$ cat config.mk
export PLATFORM = sky130hd
export DESIGN_NAME = uart_frame_tx_flat
export DESIGN_NICKNAME = d
export VERILOG_FILES = /design/src/rtl/uart_frame_tx_if.sv /design/src/rtl/uart_frame_tx.sv /design/src/flat_wrapper.sv
export SDC_FILE = /design/constraint.sdc
export NUM_CORES = 1
export LEC_CHECK = 0
export BUFFER_PORTS_ARGS = -buffer_cell sky130_fd_sc_hd__clkbuf_2
export CAP_MARGIN = 20
export CORE_MARGIN = 1
export CORE_UTILIZATION = 45
export DETAILED_ROUTE_END_ITERATION = 8
export GPL_TIMING_DRIVEN = 0
export PLACE_DENSITY = 0.69
export SLEW_MARGIN = 5
export SYNTH_ARGS = -nofsm -noshare
export SYNTH_HDL_FRONTEND = slang
export SYNTH_SLANG_ARGS = --single-unit
export TNS_END_PERCENT = 50
$ cat constraint.sdc
create_clock -name clk -period 1.85 [get_ports clk]
set_input_delay 0.0925 -clock clk [delete_from_list [all_inputs] [get_ports clk]]
set_output_delay 0.0925 -clock clk [all_outputs]
set_load 0.02 [all_outputs]
$ cat src/rtl/uart_frame_tx_if.sv
// rtl/uart_frame_tx_if.sv - frame handshake interface for uart_frame_tx
//
// Purpose: carries one NCHAR-character result frame from the output queue
//          to the UART serializer. It also carries the serializer's status
//          back to the queue.
// Signals:
//   load  - frame-valid strobe, sampled on clk
//   frame - 8*NCHAR bit character frame, char 0 in the top byte
//   busy  - serializer owns a frame
//   done  - one-cycle pulse when a frame has been fully sent
// Modports: master = frame source, slave = serializer.
interface uart_frame_tx_if #(
  parameter int NCHAR = 14
) ();
  localparam int FRAME_W = 8 * NCHAR;

  logic               load;
  logic [FRAME_W-1:0] frame;
  logic               busy;
  logic               done;

  modport master (output load, output frame, input busy, input done);
  modport slave  (input load, input frame, output busy, output done);
endinterface

$ cat src/rtl/uart_frame_tx.sv
// rtl/uart_frame_tx.sv - NUL-skipping 8N1 UART frame serializer
//
// Purpose: captures one frame of NCHAR ASCII characters and sends each
//          non-NUL character as 8N1 on tx, one bit per baud_tick.
//          NUL bytes are padding and cost no line time.
// Ports:
//   clk       - system clock
//   rst       - asynchronous active-low reset
//   baud_tick - one-cycle enable per UART bit period
//   tx        - serial line, idle high
//   bus       - slave side of uart_frame_tx_if (load/frame in, busy/done out)
module uart_frame_tx #(
  parameter int NCHAR = 14
) (
  input  logic            clk,
  input  logic            rst,
  input  logic            baud_tick,
  output logic            tx,
  uart_frame_tx_if.slave  bus
);
  localparam int FRAME_W = 8 * NCHAR;
  localparam int IDX_W   = (NCHAR > 1) ? $clog2(NCHAR) : 1;

  // ARM and NEXT are both "pick a character" points: ARM searches from
  // char 0, NEXT searches after the character whose stop bit just went out.
  typedef enum logic [2:0] {
    IDLE,
    ARM,
    DATA,
    STOP,
    NEXT
  } state_t;

  state_t             state_q;
  logic [FRAME_W-1:0] frame_q;
  logic [IDX_W-1:0]   idx_q;
  logic [2:0]         bit_cnt;

  logic [7:0]         chars [NCHAR];
  logic [7:0]         cur_char;
  logic               nxt_found;
  logic [IDX_W-1:0]   nxt_idx;

  for (genvar g = 0; g < NCHAR; g++) begin : g_chars
    assign chars[g] = frame_q[FRAME_W-1-8*g -: 8];
  end

  assign cur_char = chars[idx_q];

  // Lowest non-NUL index at or after the search start. Scanning from the
  // top down lets the last hit win, so the result is the lowest index.
  // After the last character nothing qualifies, and the frame finishes.
  always_comb begin
    nxt_found = 1'b0;
    nxt_idx   = '0;
    for (int i = NCHAR - 1; i >= 0; i--) begin
      if (chars[i] != 8'h00 && (state_q == ARM || IDX_W'(i) > idx_q)) begin
        nxt_found = 1'b1;
        nxt_idx   = IDX_W'(i);
      end
    end
  end

  always_ff @(posedge clk or negedge rst) begin
    if (!rst) begin
      state_q  <= IDLE;
      frame_q  <= '0;
      idx_q    <= '0;
      bit_cnt  <= '0;
      tx       <= 1'b1;
      bus.busy <= 1'b0;
      bus.done <= 1'b0;
    end else begin
      bus.done <= 1'b0;
      case (state_q)
        IDLE: begin
          tx <= 1'b1;
          // A tick in the load cycle is deliberately ignored.
          // The start bit waits for the next tick.
          if (bus.load) begin
            frame_q  <= bus.frame;
            idx_q    <= '0;
            bit_cnt  <= '0;
            bus.busy <= 1'b1;
            state_q  <= ARM;
          end
        end
        ARM, NEXT: begin
          if (baud_tick) begin
            if (nxt_found) begin
              // Start bit goes out on this same tick, back-to-back after a stop.
              tx      <= 1'b0;
              idx_q   <= nxt_idx;
              bit_cnt <= '0;
              state_q <= DATA;
            end else begin
              tx       <= 1'b1;
              idx_q    <= '0;
              bus.busy <= 1'b0;
              bus.done <= 1'b1;
              state_q  <= IDLE;
            end
          end
        end
        DATA: begin
          if (baud_tick) begin
            tx <= cur_char[bit_cnt];
            if (bit_cnt == 3'd7) begin
              bit_cnt <= '0;
              state_q <= STOP;
            end else begin
              bit_cnt <= bit_cnt + 3'd1;
            end
          end
        end
        STOP: begin
          if (baud_tick) begin
            tx      <= 1'b1;
            state_q <= NEXT;
          end
        end
        default: begin
          tx      <= 1'b1;
          state_q <= IDLE;
        end
      endcase
    end
  end
endmodule

$ cat src/flat_wrapper.sv
// flat-port wrapper written by rule: the top's interface ports become plain ports
module uart_frame_tx_flat 
#(
  parameter int NCHAR = 14
)
  (clk, rst, baud_tick, tx, bus_load, bus_frame, bus_busy, bus_done);
  uart_frame_tx_if #(.NCHAR(NCHAR)) bus_i ();
  input  logic clk;
  input  logic rst;
  input  logic baud_tick;
  output logic tx;
  input wire logic [$bits(bus_i.load)-1:0] bus_load;
  input wire logic [$bits(bus_i.frame)-1:0] bus_frame;
  output wire logic [$bits(bus_i.busy)-1:0] bus_busy;
  output wire logic [$bits(bus_i.done)-1:0] bus_done;
  assign bus_i.load = bus_load;
  assign bus_i.frame = bus_frame;
  assign bus_busy = bus_i.busy;
  assign bus_done = bus_i.done;
  uart_frame_tx #(.NCHAR(NCHAR)) u_core (.clk(clk), .rst(rst), .baud_tick(baud_tick), .tx(tx), .bus(bus_i));
endmodule
==> results of run 1 <==
## layer usage
metal  part of all wire  vias to the layer above  wire length, um  GRT usage
li1                   -                     3014                -          -
met2               0.48                      242             9990      0.476
met3              0.066                       47             1360     0.0655
met1               0.42                     3151             8790      0.394
met4              0.028                        0              581      0.127
met5                  0                        -                0          0
## worst max path at each step
stage	to	depth (start not counted)	slack [ps]	from
final	u_core.state_q[1]$_DFFE_PN0P_	7	-370	u_core.chars[103]$_DFFE_PN0P_
after global routing	u_core.state_q[1]$_DFFE_PN0P_	7	-420	u_core.chars[103]$_DFFE_PN0P_
after CTS	u_core.tx$_DFFE_PN1P_	8	-330	u_core.idx_q[0]$_DFFE_PN0P_
after detailed placement	u_core.chars[105]$_DFFE_PN0P_	6	-870	u_core.state_q[0]$_DFFE_PN0P_
after global placement	u_core.chars[61]$_DFFE_PN0P_	1	-1240	rst
after floorplan	u_core.bit_cnt[0]$_DFFE_PN0P_	7	-160	u_core.chars[83]$_DFFE_PN0P_
## area by class of cell
cell class,instances,area share
clock inverter,13,0.0174
inverter,8,0.00317
buffer,40,0.0300
timing repair buffer,240,0.194
tap,180,0.0238
sequential,125,0.331
clock buffer,19,0.0468
multi-input combinational,558,0.355
## cells in the final DEF, fill, tap and decap left out, types with 4 or more instances in the layout
master	n
buf_12	4
or4_4	5
nand2_1	356
or2_2	4
clkbuf_2	130
inv_1	8
buf_6	4
mux2_2	9
a221o_1	4
nor2b_1	4
nand3_1	9
dlygate4sd3_1	113
nor2_1	12
dfrtp_1	123
clkbuf_1	4
a21o_1	4
a21oi_1	10
mux2i_1	13
buf_2	9
clkbuf_16	17
a22oi_1	5
nor4_1	10
nor4_2	8
clkinvlp_4	4
nand2b_1	4
buf_4	13
mux4_2	20
o21ai_0	8
nand4_1	6
## critical path, delay by kind of cell, from the launching register on
kind	cells	cell delay (ps)
compound gates	3	460
simple gates	4	1190
flops	1	410
## stage by stage
stage,std cells,power [mW],util,hold slack [ps]
finish,1183,14.4,0.680,93.3
global route,1183,15.3,0.680,105
CTS,1182,14.1,0.671,96.0
detailed placement,1031,9.95,0.526,-13.3
global placement,1030,9.83,0.524,286
floorplan,733,8.32,-,-203
## cell families (layout without fill, tap and decap cells)
family | Yosys count | count (layout) | synth area share
flip-flops | 125 | 125 | 0.484
multiplexers | 42 | 42 | 0.105
AO/OA/AOI/OAI | 72 | 72 | 0.0820
AND/OR/NAND/NOR | 441 | 441 | 0.287
XOR/XNOR | 1 | 1 | 0.00135
adder cells (fa/ha/maj) | 2 | 2 | 0.00387
buffers and inverters | 50 | 320 | 0.0366
## registers in the layout, indices dropped and copies added (netlist names)
register / count
u_core.idx_q: 4
u_core.bit_cnt: 3
u_core.state_q: 3
u_core.bus.done: 1
u_core.tx: 1
u_core.bus.busy: 1
u_core.chars: 112
## what timing repair did
item,4_1_cts,5_1_grt
resized for setup,48,48
endpoints found under the setup margin,123,117
gates cloned,0,0
setup buffers,7,2
pin swaps,7,6
hold endpoints to repair,236,0
hold buffers,113,0
## power by group
group | leakage, nW | internal (mW) | switching (mW)
Combinational | 2.80 | 2.68 | 2.98
Sequential | 1.56 | 3.98 | 1.34
Clock | 0.286 | 2.16 | 1.30
==> flow_metrics.py, run 1 <==
metrics = {
    "outcome": {
        "outcome": "complete, but fails checks",
        "violations": "setup timing",
    },
    "timing": {
        "timing.final.ws_setup_ps": -366,
        "finalCritPeriodShare": 1.20,
        "min_period_ps": 2220,
        "max_slew_margin": 0.670,
        "slew_viol_final": 0,
        "fmax_mhz": 451,
        "setup_viol": 9,
        "finalSetupTns_ps": -2700,
        "hold_viol": 0,
        "worst_pin_slew_ps": 495,
        "clock_skew_ps": 10.7,
        "rsz0062_at_grt": "yes",
    },
    "die": {
        "fp-row-count": 43,
        "start_util": 0.464,
        "dieArea_um2": 14900,
        "dieHeight_um": 122,
        "pin_count": 119,
        "core_area_um2": 13900,
        "die_x_um": 122,
    },
    "finish": {
        "multi_input_area_um2": 3360,
        "ff_latch_area_um2": 3130,
        "fillers": 1084,
        "syn2layout_area_growth_pct": 46.5,
        "drive_above_1_share": 0.276,
        "nets": 1108,
        "antennaDiodeCount": 0,
        "fin_area_um2": 9470,
    },
    "place": {
        "pre_cts_slack_ps": -874,
        "gp_congestion": 0.947,
        "port_buffers": 117,
        "place_area_um2": 7340,
        "dp_hpwl_um": 13200,
    },
    "yosys": {
        "ys_types": 61,
        "yosys-top-cells-area": "dfrtp_1 (48%), nand2_1 (21%), mux4_2 (7.0%)",
        "synth-seq-area-share": 0.484,
        "netlist_area_um2": 6470,
        "synthArstFlopShare": 1.00,
        "yosysMostFrequentCell": "nand2_1",
        "syn_nets": 851,
        "ys_ff_latch": 125,
        "synth_cells": 733,
        "synth_top_area_cell": "dfrtp_1",
        "synth_edf_count": 0,
        "netlist_top_cells_count": "nand2_1 (356), dfrtp_1 (124), clkbuf_1 (22), nor4_1 (21), mux4_2 (20)",
        "synth_warnings": 0,
        "synth_top_area_frac": 0.480,
        "ys.flop_type": "dfrtp_1",
        "synth.avg_cell_area_um2": 8.82,
    },
    "worst_setup_path": {
        "critPathLaunchType": "flip-flop",
        "r2r-start": "u_core.chars[103]$_DFFE_PN0P_",
        "critPathMaxStageDelay_ps": 560,
        "cp.required_ps": 2150,
        "arrival_ps": 2520,
        "worstSetupEndpointType": "flip-flop",
        "slowest_stage": "or4_4",
        "crit_chain": "or4_4 -> o22ai_2 -> and4_4 -> nand2_2 -> or2_4 -> a31oi_1 -> o22ai_1",
        "reg2regPathDepth": 7,
        "worstPathMaxFanout": 4,
        "worstReg2RegEnd": "u_core.state_q[1]$_DFFE_PN0P_",
        "crit_type": "flip-flop to flip-flop",
        "reg2reg_slack_ps": -370,
    },
    "routing": {
        "drtAntennaViolNets": 0,
        "routed_via_density": 5.46,
        "drt-initial-drc-count": 513,
        "drt_pass1_iterations": 5,
        "post_drt_wl_per_cell_um": 17.5,
        "totalWireLength_um": 20700,
        "drcViolationCount": 0,
        "vias": 6454,
    },
    "clock_tree": {
        "cts_buffers": 17,
        "cts_sinks": 125,
        "clk_latency_ps": 440,
        "ctsLongestPathBuffers": 2,
        "cts_root_buffer": "clkbuf_16",
        "cts_tree": "yes",
        "htreeDepth": 4,
        "path_clk_slew_ps": 60,
    },
    "global_routing": {
        "antenna_found_initial": 0,
        "grt_pass1_vias": 6405,
        "grt_max_degree": 102,
        "grt_pass1_wl_um": 33000,
        "grt_use_total": 0.299,
        "grt.overflow.total": 0,
    },
    "power": {
        "max-vdd-ir-drop_v": 0.000866,
        "p_leak_nw": 4.65,
        "power_density_nw_per_um2": 1520,
    },
    "min_path": {
        "hold_class": "input port to async pin",
    },
    "run": {
        "drv_cap": 0,
    },
}
No activity file was read; power rests on OpenSTA's default activity.
==> run 2: changes to the inputs <==
ABC_AREA = 1   (was not set)
==> flow_metrics.py, run 2 <==
metrics = {
    "timing": {
        "fmax_mhz": 509,
        "timing.final.ws_setup_ps": -114,
        "worst_pin_slew_ps": 516,
        "rsz0062_at_grt": "yes",
        "slew_viol_final": 0,
        "max_slew_margin": 0.656,
        "finalSetupTns_ps": -216,
        "clock_skew_ps": 13.4,
        "finalCritPeriodShare": 1.06,
        "setup_viol": 5,
        "min_period_ps": 1960,
        "hold_viol": 0,
    },
    "clock_tree": {
        "htreeDepth": 4,
        "clk_latency_ps": 420,
        "cts_sinks": 125,
        "cts_tree": "yes",
        "ctsLongestPathBuffers": 2,
        "cts_buffers": 17,
        "cts_root_buffer": "clkbuf_16",
        "path_clk_slew_ps": 60,
    },
    "yosys": {
        "ys_ff_latch": 125,
        "yosysMostFrequentCell": "nand2_1",
        "synth_top_area_frac": 0.483,
        "synth_top_area_cell": "dfrtp_1",
        "ys.flop_type": "dfrtp_1",
        "synth-seq-area-share": 0.487,
        "ys_types": 33,
        "synth_warnings": 0,
        "synth_cells": 837,
        "synth_edf_count": 0,
        "synth.avg_cell_area_um2": 7.68,
        "netlist_area_um2": 6430,
        "yosys-top-cells-area": "dfrtp_1 (48%), nand2_1 (13%), o21ai_0 (13%)",
        "synthArstFlopShare": 1.00,
        "syn_nets": 955,
        "netlist_top_cells_count": "nand2_1 (216), o21ai_0 (162), dfrtp_1 (124), inv_1 (117), a21oi_1 (44)",
    },
    "worst_setup_path": {
        "crit_chain": "buf_6 -> inv_6 -> buf_8 -> a21oi_1 -> o21ai_1 -> a21oi_1 -> o21ai_0 -> nand4_1 -> nand3_1 -> nand3_1 -> nand3_1 -> a21oi_2",
        "r2r-start": "u_core.idx_q[0]$_DFFE_PN0P_",
        "critPathTopFamily": "compound AO/OA/AOI/OAI gates",
        "critPathMaxStageDelay_ps": 420,
        "crit_type": "flip-flop to flip-flop",
        "cp.required_ps": 2200,
        "worstReg2RegEnd": "u_core.tx$_DFFE_PN1P_",
        "reg2reg_slack_ps": -110,
        "worstSetupEndpointType": "flip-flop",
        "cp_common_cell": "nand3_1",
        "slowest_stage": "dfrtp_1",
        "worstPathMaxFanout": 10,
        "reg2regPathDepth": 12,
        "cp_num_buf_inv": 3,
        "critPathLaunchType": "flip-flop",
        "arrival_ps": 2310,
    },
    "finish": {
        "fin_area_um2": 9600,
        "largest_register_ffs": 112,
        "postLayoutCoreUtil": 0.689,
        "layout_commonest_cell": "nand2_1",
        "antennaDiodeCount": 0,
        "syn2layout_area_growth_pct": 49.3,
        "nets": 1231,
        "instances_no_fill": 1306,
        "drive_above_1_share": 0.252,
        "layout_common_cells": "nand2_1 (202), o21ai_0 (140), dfrtp_1 (120)",
    },
    "global_routing": {
        "grt_pass1_vias": 6920,
        "grt_pass1_wl_um": 33700,
        "grt_use_total": 0.302,
        "grt.overflow.total": 0,
        "antenna_found_initial": 0,
        "grt_max_degree": 91,
    },
    "outcome": {
        "violations": "setup timing",
        "outcome": "complete, but fails checks",
    },
    "power": {
        "max-vdd-ir-drop_v": 0.000769,
        "p_leak_nw": 4.59,
        "power_density_nw_per_um2": 1580,
    },
    "min_path": {
        "hold_class": "input port to flip-flop",
        "whs_endpoint": "u_core.chars[14]$_DFFE_PN0P_",
        "hold_depth": 4,
        "min_from": "bus_load",
    },
    "place": {
        "gp_congestion": 0.950,
        "dp_hpwl_um": 13800,
        "place_area_um2": 7280,
        "dp_cells": 1136,
        "port_buffers": 118,
    },
    "routing": {
        "vias": 6885,
        "post_drt_wl_per_cell_um": 16.2,
        "totalWireLength_um": 21100,
        "routed_via_density": 5.27,
        "drtAntennaViolNets": 0,
        "drt-initial-drc-count": 614,
        "drcViolationCount": 0,
        "drt_pass1_iterations": 5,
    },
    "die": {
        "pin_count": 119,
        "core_area_um2": 13900,
        "start_util": 0.461,
        "dieArea_um2": 14800,
        "fp-row-count": 43,
        "dieHeight_um": 122,
        "die_x_um": 122,
    },
    "run": {
        "drv_cap": 0,
    },
}
-- run 2: cell count changes in the layout (fill, tap and decap cells not counted), sizes merged, moves of 9 or more --
cell	previous run	this run
o22ai	5	19
nor4	21	0
mux2	9	0
a21oi	10	47
inv	10	124
nand4	6	31
nor2	14	30
mux2i	13	0
o21ai	12	171
mux4	20	0
nand2	357	221
buf	31	47
-- run 2: timing repair --
action	4_1_cts	5_1_grt
setup endpoints to repair	123	125
hold endpoints to repair	171	0
resized for setup	88	52
buffers inserted	17	9
cloned	1	0
hold buffers	114	0
pin swaps	11	12
-- run 2: layer usage --
metal	vias to the layer above	share of wire	global-route usage
met2	274	0.47	0.485
met4	0	0.033	0.126
li1	3311	-	-
met5	-	0	0
met3	58	0.064	0.0639
met1	3242	0.43	0.396
-- run 2: worst max path at each step --
stage	start	endpoint	slack, ps	cells after the start
6_report	u_core.idx_q[0]$_DFFE_PN0P_	u_core.tx$_DFFE_PN1P_	-110	12
3_5_place_dp	u_core.state_q[0]$_DFFE_PN0P_	u_core.chars[105]$_DFFE_PN0P_	-430	8
5_1_grt	u_core.idx_q[0]$_DFFE_PN0P_	u_core.tx$_DFFE_PN1P_	-160	13
2_1_floorplan	u_core.state_q[0]$_DFFE_PN0P_	u_core.bit_cnt[0]$_DFFE_PN0P_	160	8
3_3_place_gp	rst	u_core.chars[65]$_DFFE_PN0P_	-1260	1
4_1_cts	u_core.state_q[1]$_DFFE_PN0P_	u_core.bit_cnt[0]$_DFFE_PN0P_	-6	14
-- run 2: per-stage QoR --
step,hold slack [ps],worst slack (ps),power (mW)
after global placement,300,-1260,10.1
after detailed placement,20.7,-433,10.2
after floorplan,-203,156,8.43
after CTS,71.2,-6.26,14.6
final,96.0,-114,15.2
after global routing,120,-161,16.1
-- run 2: layout make-up --
class	count	area (um2)
Fill cell	1072	4340
Tap cell	180	225
Clock inverter	11	166
Inverter	124	480
Multi-Input combinational cell	551	2850
Sequential cell	125	3130
Timing Repair Buffer	260	2010
Buffer	34	284
Clock buffer	21	450
-- run 2: worst reg2reg max path: stages, from the launching register on --
cell	delay, ps
dfrtp_1	420
buf_6	160
inv_6	100
buf_8	160
a21oi_1	70
o21ai_1	110
a21oi_1	90
o21ai_0	290
nand4_1	120
nand3_1	100
nand3_1	80
nand3_1	130
a21oi_2	60
-- run 2: kinds of logic after synthesis --
kind of cell               synth area share
AOI/OAI and AO/OA                     0.208
buffers and inverters                0.0989
adders and majority gates           0.00389
and+or+nand+nor                       0.203
DFF                                   0.487
-- run 2: where the power goes --
part | total, mW | switching [mW] | internal (mW)
Combinational | 6.99 | 4.44 | 2.55
Sequential | 4.67 | 0.636 | 4.04
Clock | 3.50 | 1.22 | 2.28
Total | 15.2 | 6.29 | 8.87
==> run 3: changes to the inputs <==
PLACE_DENSITY = 0.76   (was 0.69)
==> flow_metrics.py, run 3 (same netlist as run 2, synthesis figures left out) <==
metrics = {
    "timing": {
        "fmax_mhz": 523,
        "clock_skew_ps": 11.9,
        "finalSetupTns_ps": -204,
        "finalCritPeriodShare": 1.03,
        "timing.final.ws_setup_ps": -62.0,
        "worst_pin_slew_ps": 493,
        "max_slew_margin": 0.669,
        "min_period_ps": 1910,
        "hold_viol": 0,
        "timing.hold.ws_ps": 115,
        "setup_viol": 5,
        "rsz0062_at_grt": "yes",
        "slew_viol_final": 0,
    },
    "worst_setup_path": {
        "critPathLaunchType": "flip-flop",
        "worstPathMaxFanout": 8,
        "arrival_ps": 2260,
        "cp.required_ps": 2200,
        "crit_type": "flip-flop to flip-flop",
        "worstSetupEndpointType": "flip-flop",
        "reg2regPathDepth": 13,
    },
    "global_routing": {
        "grt_pass1_wl_um": 32700,
        "grt_max_degree": 81,
        "grtUsageMet1": 0.394,
        "grt_use_total": 0.297,
        "grt.overflow.total": 0,
        "grt_pass1_vias": 6565,
        "antenna_found_initial": 0,
        "use_met3": 0.0630,
        "use_met2": 0.479,
        "top_usage_layer": "met2",
    },
    "place": {
        "gp_congestion": 0.928,
        "dp_hpwl_um": 13800,
        "port_buffers": 118,
    },
    "routing": {
        "drt_pass1_iterations": 5,
        "drtAntennaViolNets": 0,
        "post_drt_wl_per_cell_um": 16.2,
        "routed_via_density": 5.27,
        "drt-initial-drc-count": 639,
        "totalWireLength_um": 21000,
        "vias": 6818,
        "drcViolationCount": 0,
    },
    "clock_tree": {
        "htreeDepth": 4,
        "cts_tree": "yes",
        "clk_latency_ps": 430,
        "cts_buffers": 17,
        "path_clk_slew_ps": 50,
        "cts_root_buffer": "clkbuf_16",
        "cts_sinks": 125,
        "ctsLongestPathBuffers": 2,
    },
    "die": {
        "fp-row-count": 43,
        "dieHeight_um": 122,
        "dieArea_um2": 14800,
        "core_area_um2": 13900,
        "pin_count": 119,
        "die_x_um": 122,
        "start_util": 0.461,
    },
    "outcome": {
        "outcome": "complete, but fails checks",
        "violations": "setup timing",
    },
    "finish": {
        "fillers": 1087,
        "syn2layout_area_growth_pct": 45.0,
        "ff_latch_area_um2": 3130,
        "drive_above_1_share": 0.232,
        "antennaDiodeCount": 0,
        "largest_register_ffs": 112,
        "nets": 1221,
        "multi_input_area_um2": 2790,
        "layout_common_cells": "nand2_1 (207), o21ai_0 (142), clkbuf_2 (122)",
        "layout_commonest_cell": "nand2_1",
    },
    "power": {
        "max-vdd-ir-drop_v": 0.000869,
        "power_density_nw_per_um2": 1540,
        "p_leak_nw": 4.43,
    },
    "min_path": {
        "hold_class": "input port to flip-flop",
        "hold_depth": 4,
    },
    "run": {
        "drv_cap": 0,
    },
}
-- run 3: cell count changes in the layout (fill, tap and decap cells not counted), moves of 4 or more --
cell | before | now
bufinv_16 | 4 | 0
clkbuf_1 | 3 | 7
nand2_1 | 202 | 207
buf_6 | 5 | 9
buf_4 | 32 | 25
clkbuf_4 | 11 | 4
-- run 3: metrics by stage --
| stage | area, um2 | utilization | instances | worst slack [ps] | total power, mW |
|---|---|---|---|---|---|
| after floorplan | 6430 | - | 837 | 156 | 8.43 |
| after global placement | 7240 | 0.520 | 1135 | -1180 | 10.1 |
| after detailed placement | 7280 | 0.522 | 1136 | -485 | 10.3 |
| after CTS | 9140 | 0.656 | 1286 | -33.6 | 13.8 |
| after global routing | 9320 | 0.669 | 1294 | -145 | 15.3 |
| final | 9320 | 0.669 | 1294 | -62.0 | 14.3 |
-- run 3: per-layer routing --
layer,share of wire,vias up
met5,0,-
met4,0.021,0
met3,0.073,34
met2,0.48,307
met1,0.43,3199
li1,-,3278
-- run 3: final timing paths --
check	start	endpoint	slack [ps]
min reg2reg	u_core.chars[10]$_DFFE_PN0P_	u_core.chars[10]$_DFFE_PN0P_	520
max	u_core.state_q[0]$_DFFE_PN0P_	u_core.bit_cnt[0]$_DFFE_PN0P_	-60
max in group asynchronous	rst	u_core.chars[59]$_DFFE_PN0P_	970
max reg2reg	u_core.state_q[0]$_DFFE_PN0P_	u_core.bit_cnt[0]$_DFFE_PN0P_	-60
min in group asynchronous	rst	u_core.chars[20]$_DFFE_PN0P_	180
min	bus_load	u_core.state_q[0]$_DFFE_PN0P_	120
-- run 3: critical path, stage by stage, from the launching register on --
cell and delay [ps]:
dfrtp_2 450, nand3_4 170, nand2_4 100, inv_4 70
nand2_1 60, o21ai_2 100, nand2_2 100, nor3_2 180
nand3_2 120, nand2_4 140, nand2_4 80, nand2_4 110
a21oi_2 50, a21oi_2 120
-- run 3: cell type report --
type | instances | area share
clock buffer | 24 | 0.0527
clock inverter | 6 | 0.00403
multi-input combinational | 551 | 0.299
tap | 180 | 0.0242
timing repair buffer | 247 | 0.202
sequential | 125 | 0.336
inverter | 124 | 0.0521
buffer | 37 | 0.0293
-- run 3: power by group --
part           leakage (nW)  total [mW]  switching (mW)  internal [mW]
Combinational          2.63        6.64            4.31           2.32
Clock                 0.254        3.00            1.18           1.83
Sequential             1.54        4.67           0.634           4.04
Total                  4.43        14.3            6.12           8.19
-- run 3: what timing repair did --
action,in CTS,in global routing
resized for setup,65,60
hold buffers,114,0
hold endpoints to repair,158,0
buffers inserted,6,8
setup endpoints to repair,123,123
pin swaps,3,10
